<file path="src/rtl/rv_pipe_pkg.sv">
// Shared pipeline types for the in-order RISC-V core: the shadow-entry
// record tracked by the hazard controller, the forward-select encoding and
// the instruction-type constants used by the decoder and execute stage.
package rv_pipe_pkg;

  // Field widths inside a shadow entry. They are sized generously so that
  // any legal REG_W / DEPTH choice of the hazard controller fits.
  localparam int RD_MAX_W = 8;
  localparam int AVAIL_W  = 4;

  // One in-flight producer: does it write a register, which one, and the
  // first shadow stage at which its result can be forwarded.
  typedef struct packed {
    logic                valid;
    logic [RD_MAX_W-1:0] rd;
    logic [AVAIL_W-1:0]  avail;
  } shadow_entry_t;

  // Forward-select value meaning "take the operand from the register file".
  localparam int FWD_RF = 0;

  // Instruction classes shared by decoder and execute.
  localparam logic [1:0] IS_ADD   = 2'd0;
  localparam logic [1:0] IS_LOAD  = 2'd1;
  localparam logic [1:0] IS_STORE = 2'd2;

  // Forwarding availability stage of a newly issued instruction.
  function automatic logic [AVAIL_W-1:0] avail_for(input logic is_load,
                                                   input int   alu_avail,
                                                   input int   load_avail);
    return is_load ? AVAIL_W'(load_avail) : AVAIL_W'(alu_avail);
  endfunction

endpackage

</file>
<file path="src/rtl/rv_src_match.sv">
// Priority search of one source operand against the shadow pipeline.
// The youngest (lowest-stage) producer of the register wins; the source
// stalls when that producer's result is not yet forwardable.
module rv_src_match
  import rv_pipe_pkg::*;
#(
  parameter int REG_W = 5,
  parameter int DEPTH = 4,
  parameter int SEL_W = $clog2(DEPTH + 1)
) (
  input  logic          src_en,
  input  logic [REG_W-1:0] src_idx,
  input  shadow_entry_t ent [DEPTH],
  output logic          hit,
  output logic [SEL_W-1:0] stage,
  output logic          stall
);

  // Scan oldest to youngest so the youngest matching entry overwrites last.
  always_comb begin
    hit   = 1'b0;
    stage = SEL_W'(FWD_RF);
    stall = 1'b0;
    if (src_en && (src_idx != '0)) begin
      for (int i = DEPTH - 1; i >= 0; i--) begin
        if (ent[i].valid && (ent[i].rd == RD_MAX_W'(src_idx))) begin
          hit   = 1'b1;
          stage = SEL_W'(i + 1);
          stall = (AVAIL_W'(i + 1) < ent[i].avail);
        end
      end
    end
  end

endmodule

</file>
<file path="src/rtl/rv_hazard_ctrl.sv">
// Hazard control for the in-order pipeline: tracks in-flight destination
// registers in a shadow pipeline and, for the instruction at issue, decides
// whether to stall or which stage to forward each source operand from.
//
// Handshake: issue_valid marks an instruction at decode; when issue_stall is
// high that instruction is not accepted and must be presented again; an
// instruction is accepted on a clock edge where issue_valid=1, issue_stall=0
// and flush=0. A flush squashes the presented instruction unconditionally.
module rv_hazard_ctrl
  import rv_pipe_pkg::*;
#(
  parameter int REG_W      = 5,
  parameter int DEPTH      = 4,
  parameter int ALU_AVAIL  = 1,
  parameter int LOAD_AVAIL = 2,
  parameter int BR_STAGE   = 2,
  parameter int CNT_W      = 32,
  parameter int SEL_W      = $clog2(DEPTH + 1)
) (
  input  logic                         clk,
  input  logic                         reset,
  input  logic                         issue_valid,
  input  logic                         issue_rs1e,
  input  logic [REG_W-1:0]             issue_rs1,
  input  logic                         issue_rs2e,
  input  logic [REG_W-1:0]             issue_rs2,
  input  logic                         issue_rde,
  input  logic [REG_W-1:0]             issue_rd,
  input  logic                         issue_is_load,
  input  logic                         flush,
  output logic                         issue_stall,
  output logic [SEL_W-1:0]             fwd_sel_rs1,
  output logic [SEL_W-1:0]             fwd_sel_rs2,
  output logic [$clog2(DEPTH+1)-1:0]   inflight_cnt,
  output logic [CNT_W-1:0]             stall_cnt
);

  localparam int CNT_IW = $clog2(DEPTH + 1);

  // ent_q[i] is shadow stage i+1 (stage 1 = execute).
  shadow_entry_t ent_q [DEPTH];
  shadow_entry_t ent_d [DEPTH];

  logic              rs1_hit, rs1_stall;
  logic              rs2_hit, rs2_stall;
  logic [SEL_W-1:0]  rs1_stage, rs2_stage;
  logic              accept;
  logic [CNT_W-1:0]  stall_cnt_q;
  logic [CNT_W-1:0]  stall_cnt_d;
  logic [CNT_IW-1:0] inflight_q;
  logic [CNT_IW-1:0] inflight_d;

  rv_src_match #(
    .REG_W (REG_W),
    .DEPTH (DEPTH),
    .SEL_W (SEL_W)
  ) u_match_rs1 (
    .src_en  (issue_rs1e),
    .src_idx (issue_rs1),
    .ent     (ent_q),
    .hit     (rs1_hit),
    .stage   (rs1_stage),
    .stall   (rs1_stall)
  );

  rv_src_match #(
    .REG_W (REG_W),
    .DEPTH (DEPTH),
    .SEL_W (SEL_W)
  ) u_match_rs2 (
    .src_en  (issue_rs2e),
    .src_idx (issue_rs2),
    .ent     (ent_q),
    .hit     (rs2_hit),
    .stage   (rs2_stage),
    .stall   (rs2_stall)
  );

  // Stall decision and operand-forward selects for the presented instruction.
  // A flush squashes the instruction anyway, so it never stalls.
  always_comb begin
    issue_stall = issue_valid && !flush && (rs1_stall || rs2_stall);
    accept      = issue_valid && !issue_stall && !flush;
    fwd_sel_rs1 = SEL_W'(FWD_RF);
    fwd_sel_rs2 = SEL_W'(FWD_RF);
    if (issue_valid && !issue_stall) begin
      if (rs1_hit && !rs1_stall) fwd_sel_rs1 = rs1_stage;
      if (rs2_hit && !rs2_stall) fwd_sel_rs2 = rs2_stage;
    end
  end

  // Next shadow contents: shift every stage down, squash the stages younger
  // than the branch on a flush, and load stage 1 with the accepted issue.
  always_comb begin
    ent_d[0].valid = accept && issue_rde && (issue_rd != '0);
    ent_d[0].rd    = RD_MAX_W'(issue_rd);
    ent_d[0].avail = avail_for(issue_is_load, ALU_AVAIL, LOAD_AVAIL);
    for (int i = 1; i < DEPTH; i++) begin
      ent_d[i] = ent_q[i-1];
      // ent_q[i-1] sits at stage i; stages below BR_STAGE are wrong-path.
      if (flush && (i < BR_STAGE)) ent_d[i].valid = 1'b0;
    end
  end

  // Population count of the next shadow valids, registered as inflight_cnt.
  always_comb begin
    inflight_d = '0;
    for (int i = 0; i < DEPTH; i++) begin
      inflight_d = inflight_d + CNT_IW'(ent_d[i].valid);
    end
  end

  // Saturating stall-cycle counter.
  always_comb begin
    stall_cnt_d = stall_cnt_q;
    if (issue_stall && (stall_cnt_q != '1)) stall_cnt_d = stall_cnt_q + 1'b1;
  end

  // State registers; reset drops all tracked producers without retiring them.
  always_ff @(posedge clk) begin
    if (reset) begin
      for (int i = 0; i < DEPTH; i++) ent_q[i] <= '0;
      stall_cnt_q <= '0;
      inflight_q  <= '0;
    end else begin
      for (int i = 0; i < DEPTH; i++) ent_q[i] <= ent_d[i];
      stall_cnt_q <= stall_cnt_d;
      inflight_q  <= inflight_d;
    end
  end

  assign stall_cnt    = stall_cnt_q;
  assign inflight_cnt = inflight_q;

endmodule

</file>
<file path="config.mk">
export PLATFORM = sky130hd
export DESIGN_NAME = rv_hazard_ctrl
export DESIGN_NICKNAME = d
export VERILOG_FILES = /design/src/rtl/rv_pipe_pkg.sv /design/src/rtl/rv_src_match.sv /design/src/rtl/rv_hazard_ctrl.sv
export SDC_FILE = /design/constraint.sdc
export NUM_CORES = 1
export LEC_CHECK = 0
export CORE_ASPECT_RATIO = 2
export CORE_MARGIN = 2
export CORE_UTILIZATION = 51
export DETAILED_ROUTE_END_ITERATION = 7
export GPL_TIMING_DRIVEN = 1
export PLACE_DENSITY_LB_ADDON = 0.25
export SYNTH_ARGS = -nofsm -noshare
export SYNTH_HDL_FRONTEND = slang
export SYNTH_SLANG_ARGS = --single-unit
</file>
<file path="constraint.sdc">
create_clock -name clk -period 4.3 [get_ports clk]
set_input_delay 0.86 -clock clk [delete_from_list [all_inputs] [get_ports clk]]
set_output_delay 0.86 -clock clk [all_outputs]
set_load 0.01 [all_outputs]
</file>
==> flow_summary_export.csv <==
group,metric,value,unit
floorplanning,die_w,59.3,microns
worst_setup_path,cp.arrival,3.32,ns
logic_synthesis,synthArstFlopShare,0,%
worst_setup_path,crit_start,"issue_rs1[2]",
logic_synthesis,seq_area_frac_synth,40.4,%
final_layout,finalNetCount,460,
placed_design,dp_hpwl,6030,microns
logic_synthesis,synth_edf_count,0,
placed_design,placed_cells,485,
final_layout,drive_above_1_share,10.3,%
clock_tree,h-tree-depth,3,
placed_design,portBuffers,64,
detailed_routing,routed.top_layer,"met4",
detailed_routing,wl_met2,4520,microns
final_layout,post-route-util,71.0,%
floorplanning,start_util,52.4,%
clock_tree,cts_setup_buffers,0,
detailed_routing,dr.first_iter.drc_count,122,
worst_setup_path,max_stage_delay,0.44,ns
global_routing,grt_pass1_vias,2793,
final_layout,diodes,0,
floorplanning,die_h,115,microns
floorplanning,die_area,6800,sq um
clock_tree,cts.clk_slew.worst_paths,0.05,ns
worst_setup_path,reg2reg_setup_slack,1.20,ns
sta,fin_crit,4.18,ns
power,irDropWorstVdd,0.000271,V
sta,worst_pin_slew,0.571,ns
worst_setup_path,worstRegToRegCells,12,
final_layout,layout_commonest_cell,"dfxtp_1",
logic_synthesis,synth.top_cell.area_share,40.4,%
detailed_routing,viasPerCell,5.55,
status,status,"finished, final reports clean",
final_layout,syn_to_final_growth,35.6,%
worst_setup_path,path_cells,"clkdlybuf4s50_1 > xor2_1 > nor4_1 > buf_4 > and3_1 > mux2i_2 > o22ai_4 > nand2_1 > o2111ai_2 > nor3_1 > dlygate4sd2_1",
clock_tree,clkLatencyLatePin,0.33,ns
worst_setup_path,cp_slowest_cell,"clkdlybuf4s50_1",
global_routing,grt.total_usage,25.7,%
logic_synthesis,synthDistinctLibCells,40,
sta,finalHoldViolations,0,
floorplanning,coreArea,5960,sq um
worst_setup_path,worstSetupPathType,"in -> out",
sta,finClkSkew,0.00604,ns
logic_synthesis,avgSynthCellArea,8.62,sq um
worst_setup_path,crit_fanout,3,
detailed_routing,vias,2781,
logic_synthesis,synth_ff_type,"dfxtp_1",
detailed_routing,drc_errors,0,
logic_synthesis,syn_area,3120,sq um
logic_synthesis,yosysTopAreaCell,"dfxtp_1",
logic_synthesis,synth_seq_cells,63,
global_routing,grt_pass1_wl,12800,microns
logic_synthesis,synthTopCellsByArea,"dfxtp_1, xor2_1, nor2b_1",
worst_setup_path,reg2reg_to,"inflight_cnt[1]",
worst_setup_path,crit_required,3.44,ns
detailed_routing,drt-pass1-iter-count,4,
logic_synthesis,synth_fp_nets,389,
flow_run,cap_violations,0,
worst_setup_path,cp-endpoint,"fwd_sel_rs1[2]",
power,power_leakage,1.63,nW
global_routing,grt.overflow.total,0,
worst_setup_path,critPathCaptureType,"output pin",
global_routing,grt_max_degree,34,
detailed_routing,ant_nets,0,
sta,maxSlewViolCount,0,
floorplanning,io_pins,65,
sta,fmax,239,MHz
detailed_routing,routed_wl,8220,microns
sta,relSlewSlack,62.0,%
clock_tree,ctsHoldBuffers,0,
sta,setup_slack,0.123,ns
worst_setup_path,rr_startpoint,"ent_d[32]",
worst_setup_path,start_kind,"primary input",
placed_design,place_congestion,1.03,
min_path,min_path_type,"reg -> reg",
clock_tree,cts_tree,"yes",
placed_design,pre_cts_ws,-0.166,ns
logic_synthesis,netlist_instances,362,
sta,finalCritPeriodShare,97.1,%
logic_synthesis,ys_warn_count,0,
clock_tree,cts_max_path_buffers,2,
sta,setup_viol,0,
power,cellPowerDensity,351,nW/um^2
clock_tree,cts_num_sinks,63,
clock_tree,cts_buffers,9,
global_routing,antenna_found_initial,0,
detailed_routing,wl_per_cell,16.4,microns
final_layout,final_cell_mix,"dfxtp_1, clkdlybuf4s50_1, xor2_1, nor2_1, nor2b_1",
final_layout,stdcell_count,501,
clock_tree,cts-root-buf,"clkbuf_16",
detailed_routing,m1WireLength,2940,microns
floorplanning,row_count,40,
detailed_routing,wl_met3,357,microns
[how the worst min path moves through the flow]
stage,start,endpoint,slack (ns),depth (start not counted)
2_1_floorplan,ent_d[26],ent_d[13],0.41,1
3_3_place_gp,ent_d[26],ent_d[13],0.42,1
3_5_place_dp,ent_d[26],ent_d[13],0.42,1
4_1_cts,ent_d[26],ent_d[13],0.44,1
5_1_grt,ent_d[26],ent_d[13],0.47,1
6_report,ent_d[26],ent_d[13],0.43,1
[where the power goes]
group | switching (mW) | total (mW) | internal (mW)
Clock | 0.239 | 0.776 | 0.537
Combinational | 0.0523 | 0.104 | 0.0518
Sequential | 0.00905 | 0.603 | 0.594
Total | 0.300 | 1.48 | 1.18
[cell usage after synthesis, drive strengths merged, types with 2 or more instances]
| master | n |
|---|---|
| nor3 | 9 |
| dfxtp | 63 |
| mux2i | 2 |
| nand2 | 16 |
| and2 | 2 |
| or4 | 4 |
| ha | 3 |
| a21oi | 12 |
| nor4 | 8 |
| and4 | 2 |
| nand3 | 26 |
| xnor2 | 18 |
| nor2 | 39 |
| nor2b | 33 |
| nand4 | 14 |
| inv | 6 |
| and3 | 13 |
| or3 | 4 |
| o21ai | 6 |
| clkbuf | 16 |
| buf | 7 |
| xor2 | 46 |
[stage by stage]
step / TNS (ns) / hold WS (ns) / cell area (sq um) / total power, mW
after floorplan: 0 / 0.414 / 3120 / 0.669
after global placement: -0.125 / 0.417 / 3880 / 0.715
after detailed placement: -0.672 / 0.424 / 3880 / 0.717
after CTS: 0 / 0.436 / 4210 / 1.49
after global routing: -0.00156 / 0.466 / 4230 / 1.53
final: 0 / 0.434 / 4230 / 1.48
[timing repair]
| action | 4_1_cts | 5_1_grt |
|---|---|---|
| endpoints found under the setup margin | 6 | 3 |
| gates resized for setup | 7 | 5 |
| pin swaps | 0 | 1 |
[sequential cells by signal, indices dropped and copies added, names as in the netlist]
name and count:
ent_q 7, ent_d 21, inflight_cnt 3, stall_cnt 32
[critical path: cells and delay by family]
family | cells | cell delay (ns)
AO/OA/AOI/OAI | 2 | 0.25
XOR/XNOR | 1 | 0.17
buffers and inverters | 3 | 0.89
multiplexers | 1 | 0.29
AND/OR/NAND/NOR | 4 | 0.86
[layer usage]
layer / GRT usage [%] / vias to the layer above
met5: 0 / -
met1: 24.0 / 1304
met2: 46.0 / 84
met3: 6.55 / 23
met4: 17.3 / 0
li1: - / 1370
[cell families (layout without fill, tap and decap cells)]
family / Yosys count / in the layout / share of synthesized area, %
AO/OA/AOI/OAI: 24 / 24 / 4.81
AND/OR/NAND/NOR: 175 / 175 / 30.3
adder cells (fa/ha/maj): 4 / 4 / 1.85
buffers and inverters: 29 / 105 / 3.65
flip-flops: 63 / 63 / 40.4
multiplexers: 3 / 3 / 1.00
XOR/XNOR: 64 / 64 / 18.0
[cell type report]
cell class                      instances  area (sq um)
Sequential cell                        63          1260
Clock buffer                           13           260
Multi-Input combinational cell        270          1770
Inverter                                6          22.5
Clock inverter                          3          65.1
Tap cell                               63          78.8
Timing Repair Buffer                   83           771
Fill cell                             481          1730
Note: power is estimated with default switching activity, not from simulation.
